`config.mk`:
```
export PLATFORM = sky130hd
export DESIGN_NAME = i2c_simple_slave
export DESIGN_NICKNAME = d
export VERILOG_FILES = /design/src/rtl/i2c_simple_pkg.sv /design/src/rtl/i2c_line_filter.sv /design/src/rtl/i2c_simple_slave.sv
export SDC_FILE = /design/constraint.sdc
export NUM_CORES = 1
export LEC_CHECK = 0
export ABC_CLOCK_PERIOD_IN_PS = 2000
export BUFFER_PORTS_ARGS = -buffer_cell sky130_fd_sc_hd__buf_2
export CORE_MARGIN = 2
export CORE_UTILIZATION = 52
export CTS_CLUSTER_SIZE = 14
export DETAILED_ROUTE_END_ITERATION = 8
export HOLD_SLACK_MARGIN = 0.08
export PLACE_DENSITY = 0.8
export SYNTH_ARGS = -nofsm -noshare
export SYNTH_HDL_FRONTEND = slang
export SYNTH_SLANG_ARGS = --single-unit
```
`constraint.sdc`:
```
create_clock -name clk -period 2 [get_ports clk]
set_clock_uncertainty 0.2 [all_clocks]
set_input_delay 0.5 -clock clk [delete_from_list [all_inputs] [get_ports clk]]
set_output_delay 0.5 -clock clk [all_outputs]
set_load 0.005 [all_outputs]
```
`src/rtl/i2c_simple_pkg.sv`:
```
// Shared types and sizing for the simple I2C receive-only slave.
package i2c_simple_pkg;

    localparam int MAX_BYTES = 8;
    localparam int CNT_W     = 4;

    typedef enum logic [1:0] {
        IDLE,
        RECV,
        ACK,
        WAIT_REL
    } state_t;

endpackage

```
`src/rtl/i2c_line_filter.sv`:
```
// Synchronizer for one bus line, with an optional run-length glitch filter
// enabled by I2C_SLAVE_GLITCH_FILTER_EN.
module i2c_line_filter #(
    parameter int SYNC_STAGES = 2,
    parameter int FILTER_LEN  = 4
) (
    input  logic clk,
    input  logic rst_n,
    input  logic line_i,
    output logic line_o
);

    logic [SYNC_STAGES-1:0] sync_q;

    // Idle bus level is high, so the chain resets to 1.
    always_ff @(posedge clk or negedge rst_n) begin
        if (!rst_n) begin
            sync_q <= '1;
        end else begin
            sync_q[0] <= line_i;
            for (int i = 1; i < SYNC_STAGES; i++) begin
                sync_q[i] <= sync_q[i-1];
            end
        end
    end

`ifdef I2C_SLAVE_GLITCH_FILTER_EN
    localparam int CW = $clog2(FILTER_LEN + 1);

    logic [CW-1:0] run_q;
    logic          level_q;

    // A new level is accepted only after FILTER_LEN differing samples in a row.
    always_ff @(posedge clk or negedge rst_n) begin
        if (!rst_n) begin
            run_q   <= '0;
            level_q <= 1'b1;
        end else if (sync_q[SYNC_STAGES-1] == level_q) begin
            run_q <= '0;
        end else if (run_q == CW'(FILTER_LEN - 1)) begin
            level_q <= sync_q[SYNC_STAGES-1];
            run_q   <= '0;
        end else begin
            run_q <= run_q + CW'(1);
        end
    end

    assign line_o = level_q;
`else
    logic unused_filter_len;
    assign unused_filter_len = (FILTER_LEN > 0);
    assign line_o            = sync_q[SYNC_STAGES-1];
`endif

endmodule

```
`src/rtl/i2c_simple_slave.sv`:
```
// Receive-only I2C slave: captures up to MAX_BYTES per frame and ACKs each.
// Optional line glitch filter: define I2C_SLAVE_GLITCH_FILTER_EN.
module i2c_simple_slave
    import i2c_simple_pkg::*;
#(
    parameter int SYNC_STAGES = 2,
    parameter int FILTER_LEN  = 4
) (
    input  logic                          clk,
    input  logic                          rst_n,
    input  logic                          scl_in,
    input  logic                          sda_in,
    output logic                          sda_out,
    output logic                          sda_out_en,
    output logic [MAX_BYTES-1:0][7:0]     data_array,
    output logic [CNT_W-1:0]              byte_count,
    output logic                          frame_done,
    output logic                          busy,
    output logic                          overflow
);

    logic scl_s, sda_s, scl_d_q, sda_d_q;

    i2c_line_filter #(.SYNC_STAGES(SYNC_STAGES), .FILTER_LEN(FILTER_LEN)) u_scl (
        .clk(clk), .rst_n(rst_n), .line_i(scl_in), .line_o(scl_s)
    );

    i2c_line_filter #(.SYNC_STAGES(SYNC_STAGES), .FILTER_LEN(FILTER_LEN)) u_sda (
        .clk(clk), .rst_n(rst_n), .line_i(sda_in), .line_o(sda_s)
    );

    logic start, stop, scl_rise, scl_fall;

    assign start    = scl_s & scl_d_q & sda_d_q & ~sda_s;
    assign stop     = scl_s & scl_d_q & ~sda_d_q & sda_s;
    assign scl_rise = scl_s & ~scl_d_q;
    assign scl_fall = ~scl_s & scl_d_q;

    state_t                      state_q, state_d;
    logic [7:0]                  shift_q, shift_d;
    logic [3:0]                  bit_cnt_q, bit_cnt_d;
    logic [CNT_W-1:0]            cnt_q, cnt_d;
    logic [MAX_BYTES-1:0][7:0]   bytes_q, bytes_d;
    logic                        ovf_q, ovf_d;
    logic                        sda_en_q, sda_en_d;
    logic [MAX_BYTES-1:0][7:0]   data_q, data_d;
    logic [CNT_W-1:0]            bcnt_q, bcnt_d;
    logic                        ovfo_q, ovfo_d;
    logic                        done_q, done_d;

    always_comb begin
        state_d   = state_q;
        shift_d   = shift_q;
        bit_cnt_d = bit_cnt_q;
        cnt_d     = cnt_q;
        bytes_d   = bytes_q;
        ovf_d     = ovf_q;
        sda_en_d  = sda_en_q;
        data_d    = data_q;
        bcnt_d    = bcnt_q;
        ovfo_d    = ovfo_q;
        done_d    = 1'b0;
        if (start) begin
            state_d   = RECV;
            cnt_d     = '0;
            bit_cnt_d = '0;
            ovf_d     = 1'b0;
            sda_en_d  = 1'b0;
        end else if (stop && state_q != IDLE) begin
            // Any partial byte in shift_q is simply dropped here.
            state_d  = IDLE;
            sda_en_d = 1'b0;
            data_d   = bytes_q;
            bcnt_d   = cnt_q;
            ovfo_d   = ovf_q;
            done_d   = 1'b1;
        end else begin
            unique case (state_q)
                IDLE: ;
                RECV: begin
                    if (scl_rise && bit_cnt_q < 4'd8) begin
                        shift_d   = {sda_s, shift_q[7:1]};
                        bit_cnt_d = bit_cnt_q + 4'd1;
                    end else if (scl_fall && bit_cnt_q == 4'd8) begin
                        state_d = ACK;
                        if (cnt_q < CNT_W'(MAX_BYTES)) begin
                            bytes_d[cnt_q[2:0]] = shift_q;
                            cnt_d               = cnt_q + CNT_W'(1);
                            sda_en_d            = 1'b1;
                        end else begin
                            ovf_d = 1'b1;
                        end
                    end
                end
                ACK: begin
                    if (scl_rise) state_d = WAIT_REL;
                end
                WAIT_REL: begin
                    if (scl_fall) begin
                        state_d   = RECV;
                        sda_en_d  = 1'b0;
                        bit_cnt_d = '0;
                    end
                end
                default: state_d = IDLE;
            endcase
        end
    end

    always_ff @(posedge clk or negedge rst_n) begin
        if (!rst_n) begin
            state_q   <= IDLE;
            shift_q   <= '0;
            bit_cnt_q <= '0;
            cnt_q     <= '0;
            bytes_q   <= '0;
            ovf_q     <= 1'b0;
            sda_en_q  <= 1'b0;
            data_q    <= '0;
            bcnt_q    <= '0;
            ovfo_q    <= 1'b0;
            done_q    <= 1'b0;
            scl_d_q   <= 1'b1;
            sda_d_q   <= 1'b1;
        end else begin
            state_q   <= state_d;
            shift_q   <= shift_d;
            bit_cnt_q <= bit_cnt_d;
            cnt_q     <= cnt_d;
            bytes_q   <= bytes_d;
            ovf_q     <= ovf_d;
            sda_en_q  <= sda_en_d;
            data_q    <= data_d;
            bcnt_q    <= bcnt_d;
            ovfo_q    <= ovfo_d;
            done_q    <= done_d;
            scl_d_q   <= scl_s;
            sda_d_q   <= sda_s;
        end
    end

    assign sda_out    = 1'b0;
    assign sda_out_en = sda_en_q;
    assign data_array = data_q;
    assign byte_count = bcnt_q;
    assign overflow   = ovfo_q;
    assign frame_done = done_q;
    assign busy       = (state_q != IDLE);

endmodule

```
==> flow_metrics.env <==
export IMPL_yosysUniqueCellTypes=45
export IMPL_firstDrtPassIters=4
export IMPL_max_freq_ghz=0.476
export IMPL_drt_total_wl_um=13300
export IMPL_io_pins=77
export IMPL_crit_start="bit_cnt_q[1]"
export IMPL_min_path_type="reg -> reg"
export IMPL_cp_data_required_time_ns=2.09
export IMPL_htreeDepth=4
export IMPL_overflow=0
export IMPL_worst_r2r_setup_slack_ns=-0.10
export IMPL_relSlewSlack=0.613
export IMPL_die_w_um=114
export IMPL_setup_violations=36
export IMPL_cp_endpoint="bytes_q[58]"
export IMPL_hold_violations=0
export IMPL_syn_area_um2=6340
export IMPL_reg2reg_from="bit_cnt_q[1]"
export IMPL_ys_ff_latch=160
export IMPL_core_um2=12000
export IMPL_setup_ws_ns=-0.101
export IMPL_crit_type="reg -> reg"
export IMPL_netlist_area_leader_share=0.608
export IMPL_synthTopCellsByArea="dfrtp_1, mux2_2, dfstp_2"
export IMPL_grt_pass1_wl_um=21800
export IMPL_cp_slowest_stage_delay_ns=0.40
export IMPL_clk_pin_slew_worst_paths_ns=0.06
export IMPL_grt_setup_unrepaired="true"
export IMPL_max_clock_path_buffers=2
export IMPL_vias=3786
export IMPL_viasPerCell=5.49
export IMPL_path_depth=7
export IMPL_synthToLayoutAreaGrowth_pct=27.1
export IMPL_dp_hpwl_um=8520
export IMPL_multiInputGateArea_um2=2410
export IMPL_final_area_um2=8060
export IMPL_period_needed_ns=2.10
export IMPL_drt_iter0_markers=274
export IMPL_fin_nets=537
export IMPL_cp_slowest_cell="dfrtp_1"
export IMPL_cts_root_buf="clkbuf_16"
export IMPL_clkLatencyLatePin_ns=0.41
export IMPL_cts_buffers=17
export IMPL_cp_end_kind="flip-flop"
export IMPL_worst_hold_slack_ns=0.156
export IMPL_max_cap_viol_count=0
export IMPL_place_area_um2=7150
export IMPL_synth_area_per_cell_um2=15.2
export IMPL_p_per_area_nw_per_um2=907
export IMPL_critical_path_startpoint_type="flip-flop"
export IMPL_io_buffer_count=75
export IMPL_fin_crit_sh=1.05
export IMPL_cpLargestDelayFamily="simple AND/OR/NAND/NOR gates"
export IMPL_peakVddDrop_mv=0.574
export IMPL_cts_sinks=160
export IMPL_yosys_area_top_type="dfrtp_1"
export IMPL_path_buf_inv=2
export IMPL_status="finished, violations left"
export IMPL_grt_max_degree=40
export IMPL_num_rows=40
export IMPL_cp_arrival_ns=2.19
export IMPL_gp_congestion=0.884
export IMPL_reg2reg_to="bytes_q[58]"
export IMPL_worst_pin_slew_ns=0.580
export IMPL_seq_area_um2=4010
export IMPL_failed_checks="setup timing"
export IMPL_fill_cells=807
export IMPL_drc=0
export IMPL_drive_gt1_frac=0.578
export IMPL_yosysSeqAreaShare=0.633
export IMPL_drv_slew=0
export IMPL_wl_per_cell_um=19.2
export IMPL_antenna_found_initial=0
export IMPL_crit_chain="inv_2, ha_4, and4bb_2, nand4b_4, nor2_2, buf_6, mux2_4"
export IMPL_cts_tree="done"
export IMPL_tns_ns=-2.63
export IMPL_total_power_w=0.00730
export IMPL_ant_nets=0
export IMPL_netlist_instances=417
export IMPL_cp_max_fo=9
export IMPL_start_util=0.530
export IMPL_pre_cts_ws_ns=-0.112
export IMPL_grt_pass1_vias=4143
export IMPL_gr_usage_all_layers=0.220
export IMPL_reg2regPathDepth=7
export IMPL_p_leak_nw=4.21
export IMPL_yosys_warnings=0
export IMPL_synthesis_nets=424
export IMPL_die_area_um2=13100
export IMPL_die_height_um=114
export IMPL_antenna_cells=0
==> sequential cells by signal, summed over array words and instances, names as in the netlist, 2 cells and up <==
register and cells:
data_array 64, state_q 2, shift_q 8, bytes_q 64, bit_cnt_q 4, byte_count 4, u_scl.sync_q 2, u_sda.sync_q 2
cnt_q 4
==> cell usage in the layout, fill, tap and decap left out, types with 3 or more instances in the layout <==
cell type and n:
buf_12 8, buf_2 74, buf_4 30, clkbuf_16 17
clkbuf_8 4, clkinv_4 3, dfrtp_1 154, dfstp_2 6
dlygate4sd3_1 3, inv_1 3, mux2_2 107, mux2_4 34
nand2_1 16, nand2b_1 4, nand3_1 6, o21ai_0 12
==> layer usage <==
metal / part of all wire / up-vias / GRT usage
met5: 0 / - / 0
met4: 0.026 / 0 / 0.0959
met3: 0.041 / 27 / 0.0572
met2: 0.50 / 107 / 0.353
met1: 0.43 / 1934 / 0.285
li1: - / 1718 / -
==> through the flow <==
step / std cells / utilization
after detailed placement: 645 / 0.598
after global routing: 690 / 0.673
after CTS: 686 / 0.669
final: 690 / 0.673
after floorplan: 417 / -
after global placement: 645 / 0.598
==> worst min-delay path by stage <==
stage	startpoint	end	slack, ns	depth (start not counted)
6_report	u_sda.sync_q[0]	u_sda.sync_q[1]	0.16	0
2_1_floorplan	rst_n	bit_cnt_q[0]	0.004	0
4_1_cts	u_sda.sync_q[0]	u_sda.sync_q[1]	0.16	0
3_5_place_dp	u_sda.sync_q[0]	u_sda.sync_q[1]	0.15	0
5_1_grt	u_sda.sync_q[0]	u_sda.sync_q[1]	0.16	0
3_3_place_gp	u_sda.sync_q[0]	u_sda.sync_q[1]	0.15	0
==> cell type report <==
type,count,area share
inverter,5,0.00233
tap,147,0.0228
sequential,160,0.498
timing repair buffer,118,0.102
clock buffer,21,0.0596
clock inverter,11,0.0160
multi-input combinational,228,0.299
==> power breakdown <==
part | total [W] | internal [W] | switching, W
registers | 0.00357 | 0.00332 | 0.000242
clock network | 0.00325 | 0.00198 | 0.00127
logic | 0.000488 | 0.000247 | 0.000241
total | 0.00730 | 0.00555 | 0.00175
==> kinds of logic after synthesis <==
family                   share of synthesized area
AO/OA/AOI/OAI                               0.0245
adder cells (fa/ha/maj)                    0.00592
buffers and inverters                       0.0203
flip-flops                                   0.633
multiplexers                                 0.254
other                                     0.000591
AND/OR/NAND/NOR                             0.0624
==> synthesized netlist by cell type (all sizes together) <==
cell,count
inv,5
or4,1
nor3,5
o21a,1
and3,1
nor2b,2
nand3,8
nand2,17
mux2i,2
a22o,1
and2,1
a211oi,1
or2,1
nor4,3
nor2,3
a2bb2oi,1
nand3b,2
o21ai,12
and4b,1
nand2b,4
conb,1
and4bb,1
clkbuf,2
nor3b,2
a31oi,2
a21o,2
dfrtp,154
buf,22
mux2,141
a21boi,1
a221o,1
nand4,1
nand4b,3
nand4bb,1
o2111ai,2
ha,3
dfstp,6
==> timing repair <==
action | 4_1_cts | 5_1_grt
hold buffers | 3 | 0
endpoints found under the hold margin | 34 | 0
pin swaps | 4 | 1
gates resized for setup | 39 | 5
setup endpoints to repair | 64 | 91
buffers inserted | 6 | 4
Power figures use the tool's default switching activity.
